## src/rtl/regfile_operand_fetch_pkg.sv

```systemverilog
// Shared constants, operand bundle type and operand-select helper for the
// register-file operand fetch stage.
package regfile_pkg;

  localparam int NREG  = 32;
  localparam int WIDTH = 32;
  localparam int AW    = $clog2(NREG);

  localparam logic [AW-1:0] ZERO_REG = '0;

  typedef struct packed {
    logic [WIDTH-1:0] opA;
    logic [WIDTH-1:0] opB;
    logic [AW-1:0]    rd;
    logic             rd_en;
  } bundle_t;

  // r0 is hardwired to zero; a same-cycle writeback overrides the stale regfile value.
  function automatic logic [WIDTH-1:0] selectOperand(
    input logic [AW-1:0]    r,
    input logic             wbValid,
    input logic [AW-1:0]    wbRd,
    input logic [WIDTH-1:0] wbData,
    input logic [WIDTH-1:0] rfData
  );
    logic [WIDTH-1:0] sel;
    if (r == ZERO_REG)                 sel = '0;
    else if (wbValid && (wbRd == r))   sel = wbData;
    else                               sel = rfData;
    return sel;
  endfunction

endpackage

```

## src/rtl/regfile_operand_fetch_scoreboard.sv

```systemverilog
// Busy-register scoreboard: tracks in-flight destinations, counts them and
// flags writebacks that target a register nobody was waiting on.
module rf_scoreboard
  import regfile_pkg::*;
(
  input  logic          clock,
  input  logic          ctrl_reset,
  input  logic          wbValid,
  input  logic [AW-1:0] wbRd,
  input  logic          setEn,
  input  logic [AW-1:0] setRd,
  input  logic [AW-1:0] qRs,
  input  logic [AW-1:0] qRt,
  input  logic [AW-1:0] qRd,
  output logic          qBusyRs,
  output logic          qBusyRt,
  output logic          qBusyRd,
  output logic [AW:0]   pendingCnt,
  output logic          wbErr
);

  logic [NREG-1:0] busy;
  logic [NREG-1:0] busyNext;
  logic [AW:0]     cntNext;

  // A register being written back this cycle no longer blocks its readers.
  assign qBusyRs = busy[qRs] & ~(wbValid & (wbRd == qRs));
  assign qBusyRt = busy[qRt] & ~(wbValid & (wbRd == qRt));
  assign qBusyRd = busy[qRd] & ~(wbValid & (wbRd == qRd));

  // Clear first, then set, so a WAW reissue in the writeback cycle keeps the entry busy.
  always_comb begin
    busyNext = busy;
    if (wbValid) busyNext[wbRd] = 1'b0;
    if (setEn && (setRd != ZERO_REG)) busyNext[setRd] = 1'b1;
  end

  always_comb begin
    cntNext = '0;
    for (int i = 0; i < NREG; i++) begin
      cntNext = cntNext + {{AW{1'b0}}, busyNext[i]};
    end
  end

  always_ff @(posedge clock) begin
    if (ctrl_reset) begin
      busy       <= '0;
      pendingCnt <= '0;
      wbErr      <= 1'b0;
    end else begin
      busy       <= busyNext;
      pendingCnt <= cntNext;
      if (wbValid && (wbRd != ZERO_REG) && !busy[wbRd]) wbErr <= 1'b1;
    end
  end

endmodule

```

## src/rtl/regfile_operand_fetch.sv

```systemverilog
// Operand fetch stage in front of a 32x32 register file: hazard stall,
// writeback bypass and a one-deep registered operand bundle.
module regfile_operand_fetch
  import regfile_pkg::*;
(
  input  logic             clock,
  input  logic             ctrl_reset,
  input  logic             in_valid,
  output logic             in_ready,
  input  logic [AW-1:0]    in_rs,
  input  logic [AW-1:0]    in_rt,
  input  logic [AW-1:0]    in_rd,
  input  logic             in_rd_en,
  output logic             out_valid,
  input  logic             out_ready,
  output logic [WIDTH-1:0] out_opA,
  output logic [WIDTH-1:0] out_opB,
  output logic [AW-1:0]    out_rd,
  output logic             out_rd_en,
  input  logic             wb_valid,
  input  logic [AW-1:0]    wb_rd,
  input  logic [WIDTH-1:0] wb_data,
  output logic [AW-1:0]    rf_readRegA,
  output logic [AW-1:0]    rf_readRegB,
  input  logic [WIDTH-1:0] rf_readDataA,
  input  logic [WIDTH-1:0] rf_readDataB,
  output logic             rf_writeEnable,
  output logic [AW-1:0]    rf_writeReg,
  output logic [WIDTH-1:0] rf_writeData,
  output logic [AW:0]      pending_cnt,
  output logic             wb_err
);

  logic    busyRs;
  logic    busyRt;
  logic    busyRd;
  logic    hazard;
  logic    issue;
  logic    outValidQ;
  bundle_t bundleQ;
  bundle_t bundleNext;

  assign rf_readRegA    = in_rs;
  assign rf_readRegB    = in_rt;
  assign rf_writeEnable = wb_valid & (wb_rd != ZERO_REG) & ~ctrl_reset;
  assign rf_writeReg    = wb_rd;
  assign rf_writeData   = wb_data;

  rf_scoreboard uScoreboard (
    .clock      (clock),
    .ctrl_reset (ctrl_reset),
    .wbValid    (wb_valid),
    .wbRd       (wb_rd),
    .setEn      (issue & in_rd_en),
    .setRd      (in_rd),
    .qRs        (in_rs),
    .qRt        (in_rt),
    .qRd        (in_rd),
    .qBusyRs    (busyRs),
    .qBusyRt    (busyRt),
    .qBusyRd    (busyRd),
    .pendingCnt (pending_cnt),
    .wbErr      (wb_err)
  );

  assign hazard   = busyRs | busyRt | (in_rd_en & busyRd);
  assign in_ready = ~ctrl_reset & ~hazard & (~outValidQ | out_ready);
  assign issue    = in_valid & in_ready;

  always_comb begin
    bundleNext.opA   = selectOperand(in_rs, wb_valid, wb_rd, wb_data, rf_readDataA);
    bundleNext.opB   = selectOperand(in_rt, wb_valid, wb_rd, wb_data, rf_readDataB);
    bundleNext.rd    = in_rd;
    bundleNext.rd_en = in_rd_en;
  end

  always_ff @(posedge clock) begin
    if (ctrl_reset) begin
      outValidQ <= 1'b0;
      bundleQ   <= '0;
    end else if (issue) begin
      outValidQ <= 1'b1;
      bundleQ   <= bundleNext;
    end else if (out_ready) begin
      outValidQ <= 1'b0;
    end
  end

  assign out_valid = outValidQ;
  assign out_opA   = bundleQ.opA;
  assign out_opB   = bundleQ.opB;
  assign out_rd    = bundleQ.rd;
  assign out_rd_en = bundleQ.rd_en;

endmodule

```

## config.mk

```make
export PLATFORM = sky130hd
export DESIGN_NAME = regfile_operand_fetch
export DESIGN_NICKNAME = d
export VERILOG_FILES = /design/src/rtl/regfile_operand_fetch_pkg.sv /design/src/rtl/regfile_operand_fetch_scoreboard.sv /design/src/rtl/regfile_operand_fetch.sv
export SDC_FILE = /design/constraint.sdc
export NUM_CORES = 1
export LEC_CHECK = 0
export CORE_ASPECT_RATIO = 0.5
export CORE_MARGIN = 3
export CORE_UTILIZATION = 35
export DETAILED_ROUTE_END_ITERATION = 7
export GPL_ROUTABILITY_DRIVEN = 0
export PLACE_DENSITY = 0.75
export REMOVE_ABC_BUFFERS = 1
export SYNTH_ARGS = -nofsm -noshare
export SYNTH_HDL_FRONTEND = slang
export SYNTH_HIERARCHICAL = 1
export SYNTH_SLANG_ARGS = --single-unit
```

## constraint.sdc

```tcl
create_clock -name clock -period 6.8 [get_ports clock]
set_input_delay 0.68 -clock clock [delete_from_list [all_inputs] [get_ports clock]]
set_output_delay 0.68 -clock clock [all_outputs]
set_load 0.01 [all_outputs]
```

==> impl_metrics.tcl, run 1 <==
set metrics [dict create \
    end_kind "flop" \
    p_per_area_nw_per_um2 149 \
    num_rows 37 \
    period_needed_ns 6.94 \
    start_util_pct 36.3 \
    cts.clk_slew.worst_paths_ns 0.07 \
    critical_path.top_delay_family "adder cells" \
    stdcell_area_um2 11000 \
    p_switching_uw 451 \
    finalHoldViolCount 0 \
    antenna_cells 0 \
    worst-slew-pin-transition_ns 1.11 \
    ant_nets 0 \
    insertion_delay_ns 0.36 \
    num-fill-cells 1837 \
    wl_per_cell_um 18.2 \
    gr-total-overflow 0 \
    area_growth_pct 45.0 \
    violations "negative setup slack" \
    slew_headroom_pct 25.9 \
    p_leak_uw 0.00427 \
    ys.flop_type "dfxtp_1" \
    crit_fanout 6 \
    max_freq_mhz 144 \
    crit_path_frequent_cell "fa_1" \
    grt_max_degree 65 \
    die_w_um 214 \
    clock_sinks 110 \
    cts_root_buffer "clkbuf_16" \
    sw_frac_of_total_pct 27.4 \
    die_area_um2 23600 \
    synthDistinctLibCells 56 \
    place_area_um2 10500 \
    final_common_cell "clkdlybuf4s50_1" \
    async_reset_ff_share_pct 0 \
    arrival_ns 7.16 \
    finish.net_count 1202 \
    status "finished, violations left" \
    slowest_delay_ns 0.53 \
    layout_common_cells "231 x clkdlybuf4s50_1, 110 x dfxtp_1, 108 x mux2i_1" \
    grtUsageTotal_pct 19.9 \
    synth_edf_count 0 \
    maxCapViolCount 0 \
    cts_buffer_depth 2 \
    drive_gt1_share_pct 23.9 \
    postLayoutSetupSlackWorst_ns -0.142 \
    grt_pass1_wl_um 37600 \
    vias 6846 \
    postSynthCellCount 777 \
    drtIter0Drc 493 \
    wl_um 24500 \
    ir_worst_vdd_uv 110 \
    synth_warnings 6 \
    ys_ff_latch 110 \
    io_pins 249 \
    avgViaCountPerCell 5.09 \
    critical_path_required_ns 7.02 \
    hpwl_um 18900 \
    drcViolationCount 0 \
    startpoint_type "input pin" \
    avgSynthCellArea_um2 9.77 \
    cts_max_level 3 \
    first_global_vias 7017 \
    p_clk_share_pct 33.8 \
    comb_power_share_pct 24.5 \
    hp-class "flop to flop" \
    drtPass1Iterations 5 \
    core_um2 20900 \
    antenna_found_initial 0 \
    port_buffers 248 \
    cts_buffers 9 \
    die-height_um 110 \
    slew_violations 0 \
    syn-cell-area_um2 7590 \
    finClkSkew_ns 0.0124 \
    setup_viol 4 \
    slowest_stage "fa_1" \
    intPower_uw 1190 \
    ys_seq_area_share_pct 29.0 \
    cts_tree "yes" \
    finalPower_uw 1650 \
    crit_buf_inv 7 \
    p_seq_share_pct 41.7 \
    rsz0062_at_grt "true" \
    min_period_over_period_pct 102 \
    path_class "input pin to flop" \
]
## cell families after synthesis
logic type | count (synthesis) | synth area share (%)
compound gates | 129 | 12.8
xor+xnor | 27 | 3.11
fa+ha+maj | 31 | 7.48
buf+inv | 123 | 11.8
flops | 110 | 29.0
mux | 131 | 20.9
simple gates | 226 | 14.9
## layer usage
metal  global-route usage (%)  vias up  share of wire [%]
li1                         -     3205                  -
met1                     23.2     3257                 40
met2                     36.7      307                 50
met3                     3.83       77                6.2
met4                     8.58        0                3.7
met5                        0        -                  0
## cell type report
cell class	count	area, µm²	area share (%)
Multi-Input combinational cell	544	4610	41.9
Inverter	27	101	0.920
Clock buffer	10	239	2.17
Clock inverter	6	75.1	0.682
Timing Repair Buffer	357	3420	31.1
Sequential cell	110	2200	20.0
Tap cell	292	365	3.32
## timing repair
action,4_1_cts,5_1_grt
buffers inserted,5,2
hold buffers,0,0
hold endpoints to repair,0,0
pin swaps,27,13
gates resized for setup,81,16
gates cloned,3,0
endpoints found under the setup margin,6,5
## worst paths after layout
path,startpoint,end,slack [ns],cells past startpoint
worst min-delay path,out_opB[5]$_SDFFE_PP0P_,out_opB[5]$_SDFFE_PP0P_,0.45,2
worst max-delay path,in_rd[1],uScoreboard/pendingCnt[4]$_SDFF_PP0_,-0.14,29
worst min register to register,out_opB[5]$_SDFFE_PP0P_,out_opB[5]$_SDFFE_PP0P_,0.45,2
worst max register to register,uScoreboard/busy[3]$_SDFF_PP0_,uScoreboard/pendingCnt[4]$_SDFF_PP0_,0,28
## flip-flops by register name, summed over array words and instances, names as in the netlist
| name | cells |
|---|---|
| out_opA | 32 |
| out_opB | 32 |
| out_rd | 5 |
| uScoreboard/wbErr | 1 |
| uScoreboard/pendingCnt | 6 |
| out_rd_en | 1 |
| uScoreboard/busy | 32 |
| out_valid | 1 |
## worst reg2reg max path: cells and delay by family, from the launching register on
family / cells / cell delay [ns]
adders and majority gates: 8 / 3.51
and+or+nand+nor: 7 / 0.98
AOI/OAI and AO/OA: 5 / 0.76
muxes: 2 / 0.57
DFF: 1 / 0.46
buffers and inverters: 5 / 0.26
xor gates and xnor gates: 1 / 0.15
## power groups by stage
stage | clock network [µW] | logic (µW) | registers [µW]
6_report | 557 | 403 | 685
5_1_grt | 592 | 430 | 688
4_1_cts | 575 | 401 | 686
3_5_place_dp | 0 | 389 | 701
3_3_place_gp | 0 | 384 | 699
2_1_floorplan | 0 | 110 | 712
## cell usage after synthesis, drive strengths merged, types with 4 or more instances
library cell | n | share of area [%]
dfxtp | 110 | 29
mux2i | 109 | 14
nand2 | 92 | 4.5
o21ai | 86 | 8.6
buf | 79 | 9.4
nor2 | 40 | 2.0
inv | 27 | 1.3
nor2b | 25 | 2.1
fa | 24 | 6.3
xor2 | 22 | 2.5
mux4 | 19 | 6.1
clkbuf | 15 | 0.74
a22oi | 12 | 1.2
nor3b | 10 | 0.99
a21oi | 9 | 0.64
nor4 | 8 | 0.66
ha | 7 | 1.2
nand2b | 7 | 0.58
nand3 | 7 | 0.46
nand3b | 7 | 0.69
and3 | 6 | 0.49
xnor2 | 5 | 0.58
a22o | 4 | 0.46
nor3 | 4 | 0.41
## per-stage QoR
step	setup WS, ns	util, %	TNS, ns	std cells	hold WS, ns
2_1_floorplan	-0.311	-	-0.906	681	0.484
3_3_place_gp	-1.07	50.0	-5.22	1320	0.434
3_5_place_dp	-1.23	50.0	-6.27	1320	0.440
4_1_cts	-0.163	52.3	-0.348	1344	0.458
5_1_grt	-0.365	52.6	-1.32	1346	0.474
6_report	-0.142	52.6	-0.380	1346	0.454
No activity file was read; power rests on OpenSTA's default activity.
==> run 2: changes to the inputs <==
--- a/config.mk
+++ b/config.mk
@@ -5,6 +5,7 @@
 export SDC_FILE = /design/constraint.sdc
 export NUM_CORES = 1
 export LEC_CHECK = 0
+export ABC_CLOCK_PERIOD_IN_PS = 6800
 export CORE_ASPECT_RATIO = 0.5
 export CORE_MARGIN = 3
 export CORE_UTILIZATION = 35
==> results of run 2 <==
The final DEF is identical to that of run 1; final timing and power are the same.
==> run 3: changes to the inputs <==
--- a/config.mk
+++ b/config.mk
@@ -13,6 +13,7 @@
 export GPL_ROUTABILITY_DRIVEN = 0
 export PLACE_DENSITY = 0.75
 export REMOVE_ABC_BUFFERS = 1
+export SKIP_LAST_GASP = 1
 export SYNTH_ARGS = -nofsm -noshare
 export SYNTH_HDL_FRONTEND = slang
 export SYNTH_HIERARCHICAL = 1
==> results of run 3 <==
The final DEF is identical to that of run 1; final timing and power are the same.
